`config.mk`:
```
export PLATFORM = sky130hd
export DESIGN_NAME = pattern_serializer_flat
export DESIGN_NICKNAME = d
export VERILOG_FILES = /design/src/rtl/pattern_serializer_if.sv /design/src/rtl/pattern_serializer.sv /design/src/flat_wrapper.sv
export SDC_FILE = /design/constraint.sdc
export NUM_CORES = 1
export LEC_CHECK = 0
export BUFFER_PORTS_ARGS = -buffer_cell sky130_fd_sc_hd__buf_2
export CAP_MARGIN = 0
export CORE_AREA = 4 4 121 123
export DETAILED_ROUTE_END_ITERATION = 6
export DIE_AREA = 0 0 125 127
export HOLD_SLACK_MARGIN = 0.06
export PLACE_DENSITY = 0.59
export SYNTH_ARGS = -nofsm -noshare
export SYNTH_HDL_FRONTEND = slang
export SYNTH_SLANG_ARGS = --single-unit
```
`constraint.sdc`:
```
create_clock -name clk -period 4.35 [get_ports clk]
set_input_delay 0.435 -clock clk [delete_from_list [all_inputs] [get_ports clk]]
set_output_delay 0.435 -clock clk [all_outputs]
set_load 0.01 [all_outputs]
```
`src/rtl/pattern_serializer_if.sv`:
```
// Host-side control/status bundle for the pattern serializer.
// Handshake: valid is a pure qualifier on waveform. It is high on every cycle
// that waveform carries a pattern bit. There is no ready and no backpressure,
// so the consumer must take one bit per clock while valid is high.
interface pattern_serializer_if #(
  parameter int WORD_W = 8,
  parameter int ADDR_W = 4
);
  logic              wr_en;
  logic [ADDR_W-1:0] wr_addr;
  logic [WORD_W-1:0] wr_data;
  logic              start;
  logic              stop;
  logic              loop_en;
  logic              msb_first;
  logic [ADDR_W-1:0] last_addr;
  logic              waveform;
  logic              valid;
  logic              busy;
  logic              done;
  logic [ADDR_W-1:0] cur_addr;

  // Host / stimulus side
  modport master (
    output wr_en, wr_addr, wr_data, start, stop, loop_en, msb_first, last_addr,
    input  waveform, valid, busy, done, cur_addr
  );

  // Serializer side
  modport slave (
    input  wr_en, wr_addr, wr_data, start, stop, loop_en, msb_first, last_addr,
    output waveform, valid, busy, done, cur_addr
  );
endinterface

```
`src/rtl/pattern_serializer.sv`:
```
// Serial waveform generator. It replays a DEPTH x WORD_W pattern RAM one bit
// per clock, walking words 0..end. Playback can be single-shot or looping, and
// each word can be sent LSB-first or MSB-first.
module pattern_serializer #(
  parameter int WORD_W = 8,
  parameter int DEPTH  = 16,
  parameter int ADDR_W = 4,
  parameter int BIT_W  = 3
) (
  input  logic                clk,
  input  logic                clear,
  pattern_serializer_if.slave bus,
  output logic                o_dbg_state
);

  typedef enum logic {S_IDLE = 1'b0, S_RUN = 1'b1} state_t;

  localparam logic [ADDR_W-1:0] LAST_WORD = ADDR_W'(DEPTH - 1);
  localparam logic [BIT_W-1:0]  TOP_BIT   = BIT_W'(WORD_W - 1);

  logic [WORD_W-1:0] r_mem [DEPTH];

  state_t            r_state;
  logic [BIT_W-1:0]  r_bit;
  logic [ADDR_W-1:0] r_addr;
  logic [ADDR_W-1:0] r_end;
  logic              r_msb;
  logic              r_wave;
  logic              r_valid;
  logic              r_done;

  logic              w_wr_ok;
  logic [ADDR_W-1:0] w_start_end;
  logic [BIT_W-1:0]  w_start_bit;
  logic              w_start_wave;
  logic [BIT_W-1:0]  w_run_first;
  logic              w_last_bit;
  logic              w_end_word;
  logic              w_pass_end;
  logic [ADDR_W-1:0] w_next_addr;
  logic [BIT_W-1:0]  w_next_bit;
  logic              w_next_wave;

  // The compare uses one extra bit so that DEPTH == 2**ADDR_W also works.
  assign w_wr_ok = bus.wr_en && ({1'b0, bus.wr_addr} < (ADDR_W + 1)'(DEPTH));

  // Run setup, taken from the live inputs at the start edge.
  assign w_start_end  = (bus.last_addr > LAST_WORD) ? LAST_WORD : bus.last_addr;
  assign w_start_bit  = bus.msb_first ? TOP_BIT : '0;
  assign w_start_wave = r_mem[0][w_start_bit];

  // Position tracking for the current run.
  assign w_run_first = r_msb ? TOP_BIT : '0;
  assign w_last_bit  = r_msb ? (r_bit == '0) : (r_bit == TOP_BIT);
  assign w_end_word  = (r_addr == r_end);
  assign w_pass_end  = w_last_bit && w_end_word;

  // Next bit position: step within the word, or move to the next word's first bit.
  always_comb begin
    w_next_addr = r_addr;
    w_next_bit  = r_bit;
    if (w_last_bit) begin
      w_next_bit  = w_run_first;
      w_next_addr = w_end_word ? '0 : r_addr + 1'b1;
    end else if (r_msb) begin
      w_next_bit = r_bit - 1'b1;
    end else begin
      w_next_bit = r_bit + 1'b1;
    end
  end

  // Reading before the write commits means a same-edge write shows old data.
  assign w_next_wave = r_mem[w_next_addr][w_next_bit];

  // Pattern RAM write port. Clear does not reset it, so contents survive a reset.
  always_ff @(posedge clk) begin
    if (w_wr_ok) begin
      r_mem[bus.wr_addr] <= bus.wr_data;
    end
  end

  // Playback FSM. All outputs are registered, and stop overrides everything in RUN.
  always_ff @(posedge clk or negedge clear) begin
    if (!clear) begin
      r_state <= S_IDLE;
      r_bit   <= '0;
      r_addr  <= '0;
      r_end   <= '0;
      r_msb   <= 1'b0;
      r_wave  <= 1'b0;
      r_valid <= 1'b0;
      r_done  <= 1'b0;
    end else begin
      r_done <= 1'b0;
      case (r_state)
        S_IDLE: begin
          if (bus.start && !bus.stop) begin
            r_state <= S_RUN;
            r_msb   <= bus.msb_first;
            r_end   <= w_start_end;
            r_bit   <= w_start_bit;
            r_addr  <= '0;
            r_wave  <= w_start_wave;
            r_valid <= 1'b1;
          end
        end
        S_RUN: begin
          if (bus.stop) begin
            r_state <= S_IDLE;
            r_wave  <= 1'b0;
            r_valid <= 1'b0;
            r_addr  <= '0;
            r_bit   <= '0;
          end else if (w_pass_end && !bus.loop_en) begin
            r_state <= S_IDLE;
            r_wave  <= 1'b0;
            r_valid <= 1'b0;
            r_addr  <= '0;
            r_bit   <= '0;
            r_done  <= 1'b1;
          end else begin
            r_addr <= w_next_addr;
            r_bit  <= w_next_bit;
            r_wave <= w_next_wave;
          end
        end
        default: r_state <= S_IDLE;
      endcase
    end
  end

  assign bus.waveform = r_wave;
  assign bus.valid    = r_valid;
  assign bus.busy     = (r_state == S_RUN);
  assign bus.done     = r_done;
  assign bus.cur_addr = r_addr;
  assign o_dbg_state  = r_state;

endmodule

```
`src/flat_wrapper.sv`:
```
// flat-port wrapper written by rule: the top's interface ports become plain ports
module pattern_serializer_flat 
#(
  parameter int WORD_W = 8,
  parameter int DEPTH  = 16,
  parameter int ADDR_W = 4,
  parameter int BIT_W  = 3
)
  (clk, clear, o_dbg_state, bus_wr_en, bus_wr_addr, bus_wr_data, bus_start, bus_stop, bus_loop_en, bus_msb_first, bus_last_addr, bus_waveform, bus_valid, bus_busy, bus_done, bus_cur_addr);
  pattern_serializer_if #(.WORD_W(WORD_W), .ADDR_W(ADDR_W)) bus_i ();
  input  logic clk;
  input  logic clear;
  output logic o_dbg_state;
  input wire logic [$bits(bus_i.wr_en)-1:0] bus_wr_en;
  input wire logic [$bits(bus_i.wr_addr)-1:0] bus_wr_addr;
  input wire logic [$bits(bus_i.wr_data)-1:0] bus_wr_data;
  input wire logic [$bits(bus_i.start)-1:0] bus_start;
  input wire logic [$bits(bus_i.stop)-1:0] bus_stop;
  input wire logic [$bits(bus_i.loop_en)-1:0] bus_loop_en;
  input wire logic [$bits(bus_i.msb_first)-1:0] bus_msb_first;
  input wire logic [$bits(bus_i.last_addr)-1:0] bus_last_addr;
  output wire logic [$bits(bus_i.waveform)-1:0] bus_waveform;
  output wire logic [$bits(bus_i.valid)-1:0] bus_valid;
  output wire logic [$bits(bus_i.busy)-1:0] bus_busy;
  output wire logic [$bits(bus_i.done)-1:0] bus_done;
  output wire logic [$bits(bus_i.cur_addr)-1:0] bus_cur_addr;
  assign bus_i.wr_en = bus_wr_en;
  assign bus_i.wr_addr = bus_wr_addr;
  assign bus_i.wr_data = bus_wr_data;
  assign bus_i.start = bus_start;
  assign bus_i.stop = bus_stop;
  assign bus_i.loop_en = bus_loop_en;
  assign bus_i.msb_first = bus_msb_first;
  assign bus_i.last_addr = bus_last_addr;
  assign bus_waveform = bus_i.waveform;
  assign bus_valid = bus_i.valid;
  assign bus_busy = bus_i.busy;
  assign bus_done = bus_i.done;
  assign bus_cur_addr = bus_i.cur_addr;
  pattern_serializer #(.WORD_W(WORD_W), .DEPTH(DEPTH), .ADDR_W(ADDR_W), .BIT_W(BIT_W)) u_core (.clk(clk), .clear(clear), .bus(bus_i), .o_dbg_state(o_dbg_state));
endmodule
```
==> impl_metrics.ini <==
[timing]
layout_min_cycle_time_ps = 3330
fin_hold_ws_ps = 248
worst_slack_ps = 1020
fmax_mhz = 300
rsz0062_at_grt = no
timing.final.max_slew_violations = 0
fin_crit_sh_pct = 76.6
hold_viol_final = 0
worstMarginPinSlew_ps = 1060
tns_ps = 0
finClkSkew_ps = 6.22
maxSlewHeadroom_pct = 28.8
setup_viol = 0

[synthesis]
yosys_register_bits = 144
synth_cells = 401
ys.flop_type = edfxtp_1
ys_types = 51
synth.top_cell.area_share_pct = 62.8
synth_nets = 426
syn_area_mm2 = 0.00612
synth-edff-count = 128
synth_warnings = 0
synth_area_leaders = edfxtp_1, dfrtp_1, mux2i_1
yosysMostFrequentCell = edfxtp_1
avgSynthCellArea_um2 = 15.3
synthArstFlopShare_pct = 11.1
synth_top_cell_by_area = edfxtp_1
yosys-top-cells-count = edfxtp_1, a221oi_1, mux2i_1
synth_seq_area_share_pct = 69.4

[placement]
pre_cts_slack_ps = 1040
dp_hpwl_um = 8510
placed_cells = 597
routabilityCongestion = 0.867
port_buffers = 31
dpl-instance-area_mm2 = 0.00648

[setup_path]
startpoint_type = flip-flop
path_cells = buf_4, or4b_4, a211o_1, a21oi_1, a21o_4, mux4_2, mux2_2, o2111a_1, a311oi_1, a31oi_1
crit_type = flip-flop to flip-flop
slowest_stage = or4b_4
rr_worst_depth = 10
crit_required_ps = 4640
critPathMaxStageDelay_ps = 530
arrival_ps = 3620
crit-reg2reg-launch = u_core.r_bit[0]
end_kind = flip-flop
r2r_end = u_core.bus.waveform
r2r_setup_slack_ps = 1020
critPathMaxFanout = 19

[clocking]
clock_path_buffers = 2
clk_pin_slew_ps = 60
clock-sinks = 144
cts_buffers = 17
cts_setup_buffers = 0
cts_max_level = 4
cts_tree = done
clk_latency_ps = 420
root_buffer = clkbuf_16

[detailed_routing]
drt_first_pass_iters = 4
vias_per_cell = 5.90
vias = 3716
final_antenna_net_count = 0
routedWlPerCell_um = 21.4
routed_wl_um = 13500
drt_iter0_markers = 361
drc = 0

[global_routing]
grtUsageTotal_pct = 17.9
grt_pass1_vias = 3718
antenna_found_initial = 0
grt_max_degree = 62
gr-total-overflow = 0
grt_pass1_wl_um = 21400

[power_and_ir_drop]
pwr_density_cell_mw_per_mm2 = 516
irDropWorstVdd_v = 0.000266
power.static_leakage_nw = 2.49

[floorplanning]
rows = 43
core-area_mm2 = 0.0137
initial_utilization_pct = 44.8
die-height_um = 127
io_pins = 32
dieArea_mm2 = 0.0159
die_x_um = 125

[layout]
layout.cells.non_filler = 630
drive_gt1_share_pct = 18.4
seq_area_mm2 = 0.00424
num-nets-final = 462
n_fill_cell = 1139
antennaDiodeCount = 0
multiInputGateArea_mm2 = 0.00174
finalInstanceArea_mm2 = 0.00707
area_growth_pct = 15.6

[run]
drv_cap = 0

[status]
status = complete, no violations

[min_path]
hold_path_end = u_core.bus.valid
min_from = bus_stop
hold_depth = 2
hold_class = input port to flip-flop
## worst max-delay path, delay by kind of cell (launching register included)
family | cells | cell delay, ps
multiplexers | 2 | 800
AO/OA/AOI/OAI | 6 | 1310
AND/OR/NAND/NOR | 1 | 530
buffers and inverters | 1 | 190
flip-flops | 1 | 360
## how the worst max path moves through the flow
stage,start,to,slack [ps],cells after the start
after floorplan,u_core.r_bit[0],u_core.bus.waveform,1320,10
after global placement,u_core.r_bit[0],u_core.bus.waveform,1100,10
after detailed placement,u_core.r_bit[0],u_core.bus.waveform,1040,10
after CTS,u_core.r_bit[0],u_core.bus.waveform,1010,10
after global routing,u_core.bus.cur_addr[0],u_core.bus.waveform,870,10
final,u_core.r_bit[0],u_core.bus.waveform,1020,10
## area by class of cell
| class | instances | share of cell area [%] |
|---|---|---|
| inverters | 2 | 0.106 |
| clock inverters | 11 | 1.96 |
| flip-flops and latches | 144 | 60.0 |
| clock buffers | 21 | 6.23 |
| multi-input cells | 229 | 24.6 |
| repair buffers | 43 | 3.86 |
| well taps | 180 | 3.19 |
## power breakdown
group	internal (mW)	leakage, nW	total, mW	switching [mW]
logic	0.243	0.859	0.632	0.389
registers	1.56	1.36	1.60	0.0448
clock network	0.896	0.274	1.42	0.519
## stage by stage
stage	power, mW	util [%]
finish	3.65	51.7
global route	3.81	51.7
CTS	3.68	51.7
detailed placement	2.26	47.4
global placement	2.25	47.4
floorplan	2.09	-
## routing by layer
layer	vias to the layer above	global-route usage (%)	wire length [µm]
met4	0	7.21	240
met1	1889	24.1	6130
li1	1711	-	-
met3	16	4.01	573
met5	-	0	0
met2	100	28.5	6530
## placed cells by master (no fill, tap or decap), types with 5 or more instances in the layout
master     instances
o22ai_1            5
edfxtp_1         128
nand2_1           13
o21ai_0            8
mux2_2             7
buf_4              9
nor2_1            21
a2111oi_0          6
a22oi_1            6
a21oi_1           12
dfrtp_1           16
a221oi_1          28
mux2i_1           28
clkbuf_16         17
a211oi_1          18
buf_2             31
nor3_1            15
nor2b_1            5
## sequential cells by signal (all words and copies together), names as in the netlist
register	flops
u_core.r_mem	128
u_core.r_msb	1
u_core.bus.busy	1
u_core.bus.done	1
u_core.bus.waveform	1
u_core.bus.valid	1
u_core.r_end	4
u_core.bus.cur_addr	4
u_core.r_bit	3
## repair_timing
item	4_1_cts	5_1_grt
hold buffers	1	0
hold endpoints to repair	16	0
resized for setup	0	0
## cell families after synthesis
family | count (synthesis) | synth area share [%]
buffers and inverters | 28 | 2.41
AND/OR/NAND/NOR | 82 | 7.02
adder cells (fa/ha/maj) | 2 | 0.532
flip-flops | 144 | 69.4
multiplexers | 38 | 7.04
AO/OA/AOI/OAI | 102 | 12.8
XOR/XNOR | 5 | 0.839
(Power assumes the default switching activity.)
